`src/rtl/mem_port_arbiter_pkg.sv`:
```
// Shared types and defaults for the I/D memory port arbiter.
// Holds FSM state encodings, port owner IDs and default parameter values.
package mem_port_arbiter_pkg;

    localparam int DEF_XLEN           = 32;
    localparam int DEF_MAX_D_STREAK   = 4;
    localparam int DEF_TIMEOUT_CYCLES = 64;

    localparam int STREAK_W = 4;
    localparam int TIMER_W  = 8;

    typedef enum logic [1:0] {
        S_IDLE  = 2'd0,
        S_ISSUE = 2'd1,
        S_RESP  = 2'd2
    } state_t;

    typedef enum logic {
        OWN_I = 1'b0,
        OWN_D = 1'b1
    } owner_t;

    function automatic owner_t owner_from_pick(input logic pick_d);
        return pick_d ? OWN_D : OWN_I;
    endfunction

endpackage

```
`src/rtl/mem_port_arbiter_if.sv`:
```
// Bundle of the fetch port, data port and memory port seen by the arbiter.
// The slave modport is the arbiter's view; master is the CPU/LSU/memory environment.
interface mem_port_arbiter_if
    import mem_port_arbiter_pkg::*;
#(
    parameter int XLEN = DEF_XLEN
);

    logic            i_req;
    logic [XLEN-1:0] i_addr;
    logic [XLEN-1:0] i_rdata;
    logic            i_ack;
    logic            i_err;

    logic            d_req;
    logic [XLEN-1:0] d_addr;
    logic            d_we;
    logic [XLEN-1:0] d_wdata;
    logic [XLEN-1:0] d_rdata;
    logic            d_ack;
    logic            d_err;

    logic            mem_req;
    logic [XLEN-1:0] mem_addr;
    logic            mem_we;
    logic [XLEN-1:0] mem_wdata;
    logic [XLEN-1:0] mem_rdata;
    logic            mem_ack;

    modport slave (
        input  i_req, i_addr,
        output i_rdata, i_ack, i_err,
        input  d_req, d_addr, d_we, d_wdata,
        output d_rdata, d_ack, d_err,
        output mem_req, mem_addr, mem_we, mem_wdata,
        input  mem_rdata, mem_ack
    );

    modport master (
        output i_req, i_addr,
        input  i_rdata, i_ack, i_err,
        output d_req, d_addr, d_we, d_wdata,
        input  d_rdata, d_ack, d_err,
        input  mem_req, mem_addr, mem_we, mem_wdata,
        output mem_rdata, mem_ack
    );

endinterface

```
`src/rtl/mem_port_arbiter_arb_fair_select.sv`:
```
// Data-priority pick between I and D with a starvation guard: after MAX_D_STREAK
// consecutive D grants while I waits, the next grant goes to I.
module arb_fair_select
    import mem_port_arbiter_pkg::*;
#(
    parameter int MAX_D_STREAK = DEF_MAX_D_STREAK
)(
    input  logic clk,
    input  logic rst,
    input  logic i_req,
    input  logic d_req,
    input  logic grant_en,
    output logic pick_d,
    output logic pick_valid
);

    localparam logic [STREAK_W-1:0] STREAK_MAX = STREAK_W'(MAX_D_STREAK);

    logic [STREAK_W-1:0] streak;

    function automatic logic [STREAK_W-1:0] sat_inc(input logic [STREAK_W-1:0] v);
        return (v == '1) ? v : v + STREAK_W'(1);
    endfunction

    assign pick_valid = i_req | d_req;
    assign pick_d     = d_req && !(i_req && (streak == STREAK_MAX));

    // The streak only counts D wins that actually made I wait.
    always_ff @(posedge clk) begin
        if (rst) begin
            streak <= '0;
        end else if (grant_en && pick_valid) begin
            if (pick_d && i_req) begin
                streak <= sat_inc(streak);
            end else begin
                streak <= '0;
            end
        end
    end

endmodule

```
`src/rtl/mem_port_arbiter.sv`:
```
// Shares one single-ported word memory between the fetch (I) and load/store (D) ports,
// with data priority, starvation guard and a per-access timeout returning an error.
module mem_port_arbiter
    import mem_port_arbiter_pkg::*;
#(
    parameter int XLEN           = DEF_XLEN,
    parameter int MAX_D_STREAK   = DEF_MAX_D_STREAK,
    parameter int TIMEOUT_CYCLES = DEF_TIMEOUT_CYCLES
)(
    input logic               clk,
    input logic               rst,
    mem_port_arbiter_if.slave bus
);

    localparam logic [TIMER_W-1:0] TIMER_LAST = TIMER_W'(TIMEOUT_CYCLES - 1);

    state_t              state;
    owner_t              owner;
    logic [TIMER_W-1:0]  timer;
    logic                grant_en;
    logic                pick_d;
    logic                pick_valid;
    logic [XLEN-1:0]     resp_rdata;

    assign grant_en = (state == S_IDLE);

    arb_fair_select #(
        .MAX_D_STREAK (MAX_D_STREAK)
    ) u_fair_select (
        .clk        (clk),
        .rst        (rst),
        .i_req      (bus.i_req),
        .d_req      (bus.d_req),
        .grant_en   (grant_en),
        .pick_d     (pick_d),
        .pick_valid (pick_valid)
    );

    // Writes and timeouts return zero data; only an acked read carries memory data.
    assign resp_rdata = (bus.mem_ack && !bus.mem_we) ? bus.mem_rdata : '0;

    always_ff @(posedge clk) begin
        if (rst) begin
            state         <= S_IDLE;
            owner         <= OWN_I;
            timer         <= '0;
            bus.mem_req   <= 1'b0;
            bus.mem_addr  <= '0;
            bus.mem_we    <= 1'b0;
            bus.mem_wdata <= '0;
            bus.i_ack     <= 1'b0;
            bus.i_err     <= 1'b0;
            bus.i_rdata   <= '0;
            bus.d_ack     <= 1'b0;
            bus.d_err     <= 1'b0;
            bus.d_rdata   <= '0;
        end else begin
            // Response outputs are single-cycle and read as zero whenever ack is low.
            bus.i_ack   <= 1'b0;
            bus.i_err   <= 1'b0;
            bus.i_rdata <= '0;
            bus.d_ack   <= 1'b0;
            bus.d_err   <= 1'b0;
            bus.d_rdata <= '0;

            case (state)
                S_IDLE: begin
                    if (pick_valid) begin
                        owner         <= owner_from_pick(pick_d);
                        bus.mem_addr  <= pick_d ? bus.d_addr : bus.i_addr;
                        bus.mem_we    <= pick_d && bus.d_we;
                        bus.mem_wdata <= pick_d ? bus.d_wdata : '0;
                        bus.mem_req   <= 1'b1;
                        timer         <= '0;
                        state         <= S_ISSUE;
                    end
                end

                S_ISSUE: begin
                    // An ack arriving on the last timer cycle still counts as success.
                    if (bus.mem_ack || (timer == TIMER_LAST)) begin
                        bus.mem_req <= 1'b0;
                        state       <= S_RESP;
                        if (owner == OWN_D) begin
                            bus.d_ack   <= 1'b1;
                            bus.d_err   <= !bus.mem_ack;
                            bus.d_rdata <= resp_rdata;
                        end else begin
                            bus.i_ack   <= 1'b1;
                            bus.i_err   <= !bus.mem_ack;
                            bus.i_rdata <= resp_rdata;
                        end
                    end else begin
                        timer <= timer + TIMER_W'(1);
                    end
                end

                S_RESP: begin
                    state <= S_IDLE;
                end

                default: begin
                    state       <= S_IDLE;
                    bus.mem_req <= 1'b0;
                end
            endcase
        end
    end

endmodule

```
`src/flat_wrapper.sv`:
```
// flat-port wrapper written by rule: the top's interface ports become plain ports
module mem_port_arbiter_flat import mem_port_arbiter_pkg::*;
#(
    parameter int XLEN           = DEF_XLEN,
    parameter int MAX_D_STREAK   = DEF_MAX_D_STREAK,
    parameter int TIMEOUT_CYCLES = DEF_TIMEOUT_CYCLES
)
  (clk, rst, bus_i_req, bus_i_addr, bus_i_rdata, bus_i_ack, bus_i_err, bus_d_req, bus_d_addr, bus_d_we, bus_d_wdata, bus_d_rdata, bus_d_ack, bus_d_err, bus_mem_req, bus_mem_addr, bus_mem_we, bus_mem_wdata, bus_mem_rdata, bus_mem_ack);
  mem_port_arbiter_if #(.XLEN(XLEN)) bus_i ();
  input logic clk;
  input logic rst;
  input wire logic [$bits(bus_i.i_req)-1:0] bus_i_req;
  input wire logic [$bits(bus_i.i_addr)-1:0] bus_i_addr;
  output wire logic [$bits(bus_i.i_rdata)-1:0] bus_i_rdata;
  output wire logic [$bits(bus_i.i_ack)-1:0] bus_i_ack;
  output wire logic [$bits(bus_i.i_err)-1:0] bus_i_err;
  input wire logic [$bits(bus_i.d_req)-1:0] bus_d_req;
  input wire logic [$bits(bus_i.d_addr)-1:0] bus_d_addr;
  input wire logic [$bits(bus_i.d_we)-1:0] bus_d_we;
  input wire logic [$bits(bus_i.d_wdata)-1:0] bus_d_wdata;
  output wire logic [$bits(bus_i.d_rdata)-1:0] bus_d_rdata;
  output wire logic [$bits(bus_i.d_ack)-1:0] bus_d_ack;
  output wire logic [$bits(bus_i.d_err)-1:0] bus_d_err;
  output wire logic [$bits(bus_i.mem_req)-1:0] bus_mem_req;
  output wire logic [$bits(bus_i.mem_addr)-1:0] bus_mem_addr;
  output wire logic [$bits(bus_i.mem_we)-1:0] bus_mem_we;
  output wire logic [$bits(bus_i.mem_wdata)-1:0] bus_mem_wdata;
  input wire logic [$bits(bus_i.mem_rdata)-1:0] bus_mem_rdata;
  input wire logic [$bits(bus_i.mem_ack)-1:0] bus_mem_ack;
  assign bus_i.i_req = bus_i_req;
  assign bus_i.i_addr = bus_i_addr;
  assign bus_i_rdata = bus_i.i_rdata;
  assign bus_i_ack = bus_i.i_ack;
  assign bus_i_err = bus_i.i_err;
  assign bus_i.d_req = bus_d_req;
  assign bus_i.d_addr = bus_d_addr;
  assign bus_i.d_we = bus_d_we;
  assign bus_i.d_wdata = bus_d_wdata;
  assign bus_d_rdata = bus_i.d_rdata;
  assign bus_d_ack = bus_i.d_ack;
  assign bus_d_err = bus_i.d_err;
  assign bus_mem_req = bus_i.mem_req;
  assign bus_mem_addr = bus_i.mem_addr;
  assign bus_mem_we = bus_i.mem_we;
  assign bus_mem_wdata = bus_i.mem_wdata;
  assign bus_i.mem_rdata = bus_mem_rdata;
  assign bus_i.mem_ack = bus_mem_ack;
  mem_port_arbiter #(.XLEN(XLEN), .MAX_D_STREAK(MAX_D_STREAK), .TIMEOUT_CYCLES(TIMEOUT_CYCLES)) u_core (.clk(clk), .rst(rst), .bus(bus_i));
endmodule
```
`config.mk`:
```
export PLATFORM = sky130hd
export DESIGN_NAME = mem_port_arbiter_flat
export DESIGN_NICKNAME = d
export VERILOG_FILES = /design/src/rtl/mem_port_arbiter_pkg.sv /design/src/rtl/mem_port_arbiter_if.sv /design/src/rtl/mem_port_arbiter_arb_fair_select.sv /design/src/rtl/mem_port_arbiter.sv /design/src/flat_wrapper.sv
export SDC_FILE = /design/constraint.sdc
export NUM_CORES = 1
export LEC_CHECK = 0
export BUFFER_PORTS_ARGS = -buffer_cell sky130_fd_sc_hd__buf_4
export CORE_ASPECT_RATIO = 1.25
export CORE_UTILIZATION = 49
export CTS_CLUSTER_DIAMETER = 40
export DETAILED_ROUTE_END_ITERATION = 12
export MAX_ROUTING_LAYER = met4
export PLACE_DENSITY = 0.89
export SLEW_MARGIN = 20
export SYNTH_ARGS = -nofsm -noshare
export SYNTH_HDL_FRONTEND = slang
export SYNTH_HIERARCHICAL = 1
export SYNTH_SLANG_ARGS = --single-unit
```
`constraint.sdc`:
```
create_clock -name clk -period 4.06 [get_ports clk]
set_input_delay 0.406 -clock clk [delete_from_list [all_inputs] [get_ports clk]]
set_output_delay 0.406 -clock clk [all_outputs]
set_load 0.01 [all_outputs]
```
==> impl_metrics.json, run 1 <==
{
  "ios": 268,
  "powerDensity_nw_per_um2": 451,
  "layout_commonest_cell": "buf_4",
  "startpoint_type": "flop",
  "drv_slew": 0,
  "combinationalPowerShare": 0.128,
  "cts_buffers": 17,
  "grt_pass1_wl_um": 22800,
  "drive_gt1_frac": 0.394,
  "ys_seq_area_frac": 0.554,
  "syn_area_um2": 5390,
  "rr_endpoint": "u_core/bus.mem_addr[6]",
  "insertion_delay_ns": 0.41,
  "grt_overflow": 0,
  "drc": 0,
  "synthCells": 543,
  "mappedNetlistNets": 680,
  "routed_wl_um": 15000,
  "h-tree-depth": 4,
  "skew_ns": 0.00763,
  "nets": 923,
  "timing.rr.start": "u_core/u_fair_select/streak[0]",
  "critPathMaxFanout": 36,
  "wl_per_cell_um": 16.1,
  "timing.final.crit_share": 0.644,
  "yosys_register_bits": 149,
  "arrival_ns": 2.85,
  "cts_resized": 0,
  "crit_required_ns": 4.29,
  "p_int_uw": 2680,
  "final_hold_viol_count": 0,
  "min_to": "u_core/bus.i_rdata[28]",
  "post-cts-setup-buffer-count": 0,
  "antenna_found_initial": 0,
  "min_period_ns": 2.61,
  "synth_edf_count": 0,
  "rrSetupSlack_ns": 1.45,
  "cts-root-buf": "clkbuf_16",
  "clkPwrFrac": 0.437,
  "status": "finished, final reports clean",
  "min_from": "bus_mem_rdata[28]",
  "vias_per_cell": 5.39,
  "coreArea_um2": 10700,
  "max_slew_margin": 0.327,
  "synth_ff_type": "dfxtp_1",
  "tns_ns": 0,
  "cts_hold_buf": 0,
  "routabilityCongestion": 0.828,
  "sw_frac_of_total": 0.254,
  "layout_common_cells": "buf_4 (271), dfxtp_1 (149), and3_1 (66)",
  "yosys_warnings": 6,
  "async_flop_share": 0,
  "first_iter_violations": 332,
  "grt_use_total": 0.268,
  "pwr-share-seq": 0.435,
  "total_power_uw": 3590,
  "routed-via-count": 5015,
  "syn_avg_cell_area_um2": 9.92,
  "leakage_uw": 0.00385,
  "die_area_um2": 11400,
  "ant_nets": 0,
  "cap_violations": 0,
  "grt_pass1_vias": 4777,
  "core.rowCount": 42,
  "multi_input_area_um2": 2180,
  "power_switching_uw": 913,
  "io_buffers": 267,
  "clock_sinks": 149,
  "area_delta_synth_final_pct": 48.1,
  "hold_path_depth": 2,
  "tritoncts": "done",
  "antennaDiodeCount": 0,
  "fillers": 723,
  "clockBufferDepth": 2,
  "worst-setup-path-type": "reg -> reg",
  "endpoint_kind": "flop",
  "rsz0062_at_grt": "no",
  "dp_hpwl_um": 10500,
  "ir_drop_mv": 0.269,
  "worstHoldPathType": "in -> reg",
  "grt_max_degree": 101,
  "tightest_slew_ns": 1.01,
  "final-seq-area_um2": 2980,
  "reg2regPathDepth": 7,
  "drt_pass1_iterations": 5,
  "cts.clk_slew.worst_paths_ns": 0.06,
  "synth_cell_types": 47,
  "dieHeight_um": 119,
  "initial_core_util": 0.505,
  "clock.fmax_mhz": 383,
  "die_x_um": 95.8,
  "finalSetupViolCount": 0
}
area by class of cell:
class | instances | area share
timing repair buffer | 271 | 0.255
tap | 132 | 0.0207
clock inverter | 14 | 0.0210
clock buffer | 18 | 0.0538
sequential | 149 | 0.374
inverter | 5 | 0.00235
multi-input combinational | 342 | 0.273
registers in the layout (all words and copies together) (netlist names), 2 cells and up:
name and count:
u_core/bus.mem_wdata 32, u_core/bus.i_rdata 32, u_core/bus.d_rdata 32, u_core/u_fair_select/streak 4
u_core/state 2, u_core/bus.mem_addr 32, u_core/timer 8
power groups by stage:
stage          clock, uW  combinational [uW]  sequential, uW
3_3_place_gp           0                 439            1590
4_1_cts             1590                 458            1570
3_5_place_dp           0                 455            1600
6_report            1570                 460            1570
2_1_floorplan          0                 193            1620
5_1_grt             1670                 494            1570
synth_stat cells (2+ instances only):
library cell / instances / area share
a211oi_1: 32 / 0.045
a21oi_1: 36 / 0.033
a31oi_1: 3 / 0.0035
and3_1: 66 / 0.077
buf_2: 11 / 0.010
buf_6: 5 / 0.010
clkbuf_1: 30 / 0.021
dfxtp_1: 149 / 0.55
ha_1: 3 / 0.0070
inv_1: 5 / 0.0035
mux2i_1: 35 / 0.065
nand2_1: 39 / 0.027
nand2b_1: 3 / 0.0035
nand3_1: 42 / 0.039
nand3b_1: 4 / 0.0056
nand4_1: 2 / 0.0023
nand4b_1: 3 / 0.0049
nor2_1: 38 / 0.026
nor3b_1: 5 / 0.0070
o21ai_0: 3 / 0.0028
or4_1: 3 / 0.0042
per-layer routing:
metal / share of wire / vias to the layer above / global-route usage / routed length (um)
met2: 0.54 / 248 / 0.479 / 8080
met1: 0.36 / 2323 / 0.272 / 5450
met3: 0.074 / 30 / 0.0651 / 1110
met4: 0.025 / 0 / 0.118 / 368
met5: 0 / - / - / 0
li1: - / 2414 / - / -
worst max-delay path, cell delays in order (launching register included):
cell      delay (ns)
dfxtp_1         0.41
inv_1           0.09
ha_1            0.22
nand3b_1        0.18
o21a_2          0.75
buf_4           0.38
mux2i_1         0.28
a211oi_1        0.13
through the flow:
| stage | setup slack (ns) | utilization | instance area, um^2 | cells | hold WS (ns) |
|---|---|---|---|---|---|
| after floorplan | 2.19 | - | 5390 | 543 | 0.449 |
| after global placement | 1.58 | 0.691 | 7370 | 899 | 0.439 |
| after CTS | 1.49 | 0.747 | 7960 | 931 | 0.207 |
| after detailed placement | 1.48 | 0.691 | 7370 | 899 | 0.445 |
| final | 1.45 | 0.748 | 7980 | 931 | 0.223 |
| after global routing | 1.34 | 0.748 | 7980 | 931 | 0.207 |
kinds of logic (layout without fill, tap and decap cells):
logic type	after synthesis	after routing	share of synthesized area
flip-flops	149	149	0.554
multiplexers	36	36	0.0671
buffers and inverters	52	308	0.0458
adder cells (fa/ha/maj)	3	3	0.00697
AO/OA/AOI/OAI	85	85	0.107
AND/OR/NAND/NOR	218	218	0.219
worst max-delay path by stage:
stage / endpoint / cells past startpoint / start
after detailed placement: u_core/bus.d_rdata[30] / 4 / rst
after global routing: u_core/bus.mem_addr[16] / 7 / u_core/u_fair_select/streak[0]
final: u_core/bus.mem_addr[6] / 7 / u_core/u_fair_select/streak[0]
after floorplan: u_core/bus.mem_addr[15] / 8 / u_core/u_fair_select/streak[0]
after global placement: u_core/bus.d_rdata[0] / 4 / rst
after CTS: u_core/bus.mem_addr[6] / 7 / u_core/u_fair_select/streak[0]
No activity file was read; power rests on OpenSTA's default activity.
==> run 2, diff against run 1 <==
Settings changed: ABC_AREA set to 1, CORE_UTILIZATION 49 to 46, PLACE_DENSITY 0.89 to 0.84.
Clock period 4.06 ns to 2.7 ns, I/O delays scaled along.
==> impl_metrics.json, run 2 <==
{
  "clockBufferDepth": 2,
  "skew_ns": 0.0101,
  "grt_pass1_wl_um": 23200,
  "setup_ws_ns": 0.798,
  "crit_required_ns": 2.99,
  "post-cts-setup-buffer-count": 0,
  "status": "finished, final reports clean",
  "reg2regPathDepth": 9,
  "cts_hold_buf": 0,
  "cts_buffers": 17,
  "synth_area_leader_cell": "dfxtp_1",
  "grt_overflow": 0,
  "ant_nets": 0,
  "tns_ns": 0,
  "layout_common_cells": "buf_4 (274), dfxtp_1 (149), a21oi_1 (107)",
  "drc": 0,
  "io_buffers": 267,
  "max_slew_margin": 0.617,
  "sw_frac_of_total": 0.263,
  "finalSetupViolCount": 0,
  "cap_violations": 0,
  "leakage_uw": 0.00381,
  "wl_per_cell_um": 13.9,
  "rsz0062_at_grt": "no",
  "syn_area_um2": 5420,
  "antenna_found_initial": 0,
  "clock_sinks": 149,
  "hold_path_depth": 3,
  "yosys.area.top_type_share": 0.550,
  "ys_seq_area_frac": 0.550,
  "nets": 1066,
  "insertion_delay_ns": 0.42,
  "timing.final.crit_share": 0.704,
  "drive_gt1_frac": 0.350,
  "core.rowCount": 44,
  "area_delta_synth_final_pct": 48.2,
  "min_period_ns": 1.90,
  "ios": 268,
  "worst-setup-path-type": "reg -> reg",
  "pwr-share-seq": 0.439,
  "cts-root-buf": "clkbuf_16",
  "grt_pass1_vias": 4834,
  "grt_max_degree": 98,
  "clock.fmax_mhz": 526,
  "p_int_uw": 3960,
  "dp_slack_ns": 0.846,
  "ir_drop_mv": 0.497,
  "critPathMaxFanout": 62,
  "clkPwrFrac": 0.428,
  "drv_slew": 0,
  "antennaDiodeCount": 0,
  "routabilityCongestion": 0.866,
  "coreArea_um2": 11600,
  "startpoint_type": "flop",
  "vias_per_cell": 4.88,
  "routed-via-count": 5270,
  "arrival_ns": 2.19,
  "synth_ff_type": "dfxtp_1",
  "drt_pass1_iterations": 6,
  "die_area_um2": 12200,
  "synth.area.top_cells": "dfxtp_1 (55%), a21oi_1 (9.9%), nor2_1 (7.5%), nand2_1 (6.8%), nand3_1 (4.3%)",
  "combinationalPowerShare": 0.133,
  "initial_core_util": 0.469,
  "yosys_register_bits": 149,
  "cts.clk_slew.worst_paths_ns": 0.07,
  "dieHeight_um": 123,
  "synth_edf_count": 0,
  "cts_resized": 0,
  "power_switching_uw": 1410,
  "final_hold_viol_count": 0,
  "tightest_slew_ns": 0.574,
  "fillers": 915,
  "die_x_um": 99.1,
  "routed_wl_um": 15000,
  "synthCells": 678,
  "dp_hpwl_um": 10600,
  "async_flop_share": 0,
  "grt_use_total": 0.254,
  "tritoncts": "done",
  "endpoint_kind": "flop",
  "worstHoldPathType": "in -> reg",
  "layout_commonest_cell": "buf_4",
  "h-tree-depth": 4,
  "synth_common_cells": "dfxtp_1 (149), nor2_1 (108), a21oi_1 (107), nand2_1 (98), inv_1 (54)",
  "mappedNetlistNets": 815,
  "syn_avg_cell_area_um2": 8.00,
  "synth_cell_types": 27,
  "synth_most_common_cell": "dfxtp_1",
  "powerDensity_nw_per_um2": 667,
  "first_iter_violations": 238,
  "yosys_warnings": 6
}
run 2: cells by family (layout without fill, tap and decap cells):
| family | after synthesis | count (layout) | synth area share |
|---|---|---|---|
| AOI/OAI and AO/OA | 148 | 148 | 0.140 |
| DFF | 149 | 149 | 0.550 |
| buffers and inverters | 102 | 366 | 0.0819 |
| and+or+nand+nor | 274 | 274 | 0.218 |
| adders and majority gates | 3 | 3 | 0.00692 |
| xor gates and xnor gates | 2 | 2 | 0.00323 |
run 2: final timing paths:
check	startpoint	slack, ns	end
max reg2reg	u_core/u_fair_select/streak[0]	0.80	u_core/bus.mem_addr[0]
min reg2reg	u_core/state[0]	0.44	u_core/bus.mem_req
max	u_core/u_fair_select/streak[0]	0.80	u_core/bus.mem_addr[0]
min	bus_mem_rdata[25]	0.11	u_core/bus.i_rdata[25]
run 2: stage by stage:
stage	area, um^2	util	hold slack, ns	total power [uW]	instances
floorplan	5420	-	0.332	2740	678
global placement	7460	0.645	0.430	3100	1048
detailed placement	7460	0.645	0.432	3110	1048
CTS	8040	0.695	0.0955	5410	1080
global route	8040	0.695	0.108	5580	1080
finish	8040	0.695	0.110	5370	1080
run 2: metal layers:
layer	vias to the layer above	wire, um	track usage
met1	2334	5740	0.267
li1	2676	-	-
met5	-	0	-
met4	0	308	0.0965
met3	21	1220	0.0797
met2	239	7730	0.447
run 2: power by group through the flow:
stage / logic [uW] / clock network, uW / registers (uW)
after floorplan: 303 / 0 / 2440
after global placement: 705 / 0 / 2400
after detailed placement: 713 / 0 / 2400
after CTS: 716 / 2340 / 2350
after global routing: 786 / 2430 / 2370
final: 714 / 2300 / 2350
run 2: layout make-up:
cell class / instances / area [um^2] / share of cell area
clock buffers: 18 / 439 / 0.0546
multi-input cells: 427 / 2010 / 0.250
flip-flops and latches: 149 / 2980 / 0.371
inverters: 59 / 221 / 0.0275
repair buffers: 275 / 2080 / 0.258
well taps: 138 / 173 / 0.0215
clock inverters: 14 / 140 / 0.0174
run 2: critical path, cell delays in order (launching register included):
cell	delay, ns
dfxtp_1	0.37
inv_1	0.08
ha_1	0.21
nand3_2	0.10
nor2_1	0.07
nor2_4	0.08
buf_4	0.47
nor2_1	0.10
a21oi_1	0.17
a21oi_1	0.09
==> run 3, diff against run 2 <==
Settings changed: ABC_AREA 1 to 0, CORE_UTILIZATION 46 to 45, PLACE_DENSITY 0.84 to 0.83.
Clock period 2.7 ns to 1.94 ns, I/O delays scaled along.
==> impl_metrics.json, run 3 (synthesized netlist as in run 1, its figures left out) <==
{
  "status": "finished, final reports clean",
  "finalSetupViolCount": 0,
  "timing.final.crit_share": 0.947,
  "fin_cells": 972,
  "critical-path-max-stage-delay_ns": 0.38,
  "tightest_slew_ns": 0.828,
  "core.rowCount": 44,
  "nets": 935,
  "rsz0062_at_grt": "yes",
  "wl_per_cell_um": 15.2,
  "antenna_found_initial": 0,
  "cts.clk_slew.worst_paths_ns": 0.07,
  "worstHoldPathType": "in -> reg",
  "min_period_ns": 1.84,
  "drive_gt1_frac": 0.403,
  "worstPathCellList": "ha_1 -> nor4bb_4 -> a21oi_2 -> nor3b_4 -> buf_12 -> and3_1",
  "endpoint_kind": "flop",
  "coreArea_um2": 11600,
  "die_x_um": 99.9,
  "first_iter_violations": 235,
  "worst-setup-path-type": "reg -> reg",
  "layout_common_cells": "buf_4 (273), dfxtp_1 (149), and3_1 (66)",
  "cp_slowest_cell": "dfxtp_1",
  "routabilityCongestion": 0.870,
  "dieHeight_um": 124,
  "grt_pass1_vias": 4773,
  "final_hold_viol_count": 0,
  "grt_use_total": 0.245,
  "max_slew_margin": 0.448,
  "crit_required_ns": 2.28,
  "cts-root-buf": "clkbuf_16",
  "h-tree-depth": 4,
  "die_area_um2": 12400,
  "top_usage_layer": "met2",
  "grt_util_met2": 0.424,
  "arrival_ns": 2.18,
  "routed-via-count": 4991,
  "dp_hpwl_um": 10500,
  "grt_max_degree": 81,
  "routed_wl_um": 14800,
  "grt_overflow": 0,
  "drv_slew": 0,
  "startpoint_type": "flop",
  "antennaDiodeCount": 0,
  "leakage_uw": 0.00394,
  "powerDensity_nw_per_um2": 929,
  "dp_cells": 937,
  "ant_nets": 0,
  "drt_pass1_iterations": 4,
  "tritoncts": "done",
  "critPathMaxFanout": 34,
  "initial_core_util": 0.464,
  "drc": 0,
  "io_buffers": 267,
  "met1_usage": 0.259,
  "critical-path-top-delay-family": "simple AND/OR/NAND/NOR gates",
  "skew_ns": 0.0131,
  "grt_pass1_wl_um": 23000,
  "area_delta_synth_final_pct": 52.7,
  "ir_drop_mv": 0.644,
  "tns_ns": 0,
  "met3_usage": 0.0589,
  "clockBufferDepth": 2,
  "layout_commonest_cell": "buf_4",
  "vias_per_cell": 5.13,
  "clock.fmax_mhz": 544,
  "cap_violations": 0,
  "clock_sinks": 149,
  "insertion_delay_ns": 0.41,
  "cp_num_buf_inv": 1,
  "cts_buffers": 17,
  "ios": 268
}
==> run 3: changes by cell type in the layout (fill, tap and decap cells not counted), moves of 6 or more <==
cell	delta
a21oi_1	-71
mux2i_1	+35
buf_12	+6
and3_1	+66
nand2_1	-59
nor2_1	-68
inv_1	-49
nor2_2	-6
a211oi_1	+32
o21ai_0	-31
==> run 3: path summary, 6_finish.rpt <==
path                            from                 endpoint  slack (ns)  cells past startpoint
max                  u_core/timer[0]   u_core/bus.d_rdata[21]        0.10                      6
min                 bus_mem_rdata[9]    u_core/bus.d_rdata[9]        0.02                      2
max reg2reg          u_core/timer[0]   u_core/bus.d_rdata[21]        0.10                      6
min reg2reg  u_core/bus.mem_wdata[2]  u_core/bus.mem_wdata[2]        0.45                      2
==> run 3: worst register-to-register path, cell delays in order, from the launching register on <==
cell and delay, ns:
dfxtp_1 0.38, ha_1 0.22, nor4bb_4 0.35, a21oi_2 0.17
nor3b_4 0.25, buf_12 0.20, and3_1 0.21
==> run 3: power by group <==
part	switching, uW	internal, uW	leakage [uW]
clock network	1400	1960	0.000295
logic	486	522	0.00243
registers	80.7	3200	0.00121
total	1960	5670	0.00394
==> run 3: routing by layer <==
| metal | up-vias | routed length (um) |
|---|---|---|
| met5 | - | 0 |
| met4 | 0 | 435 |
| met3 | 36 | 946 |
| met2 | 232 | 7760 |
| met1 | 2293 | 5630 |
| li1 | 2430 | - |
==> run 3: timing repair <==
action,4_1_cts,5_1_grt
endpoints found under the hold margin,5,0
endpoints found under the setup margin,1,36
hold buffers,3,0
resized for setup,1,3
setup buffers,0,0
==> run 3: cell type report <==
cell class | count | area, um^2
sequential | 149 | 2980
inverter | 5 | 18.8
fill | 832 | 3390
timing repair buffer | 283 | 2220
tap | 161 | 201
clock buffer | 17 | 425
clock inverter | 15 | 180
multi-input combinational | 342 | 2200
==> run 3: through the flow <==
step | area, um^2 | setup WS, ns | total power (uW) | hold WS (ns) | utilization
after global placement | 7560 | 0.211 | 4310 | 0.427 | 0.651
after global routing | 8230 | -0.00703 | 7930 | 0.000126 | 0.708
after floorplan | 5390 | 0.0749 | 3790 | 0.262 | -
after CTS | 8200 | 0.0807 | 7690 | 0.00179 | 0.706
final | 8230 | 0.103 | 7640 | 0.0176 | 0.708
after detailed placement | 7560 | 0.0173 | 4340 | 0.430 | 0.651
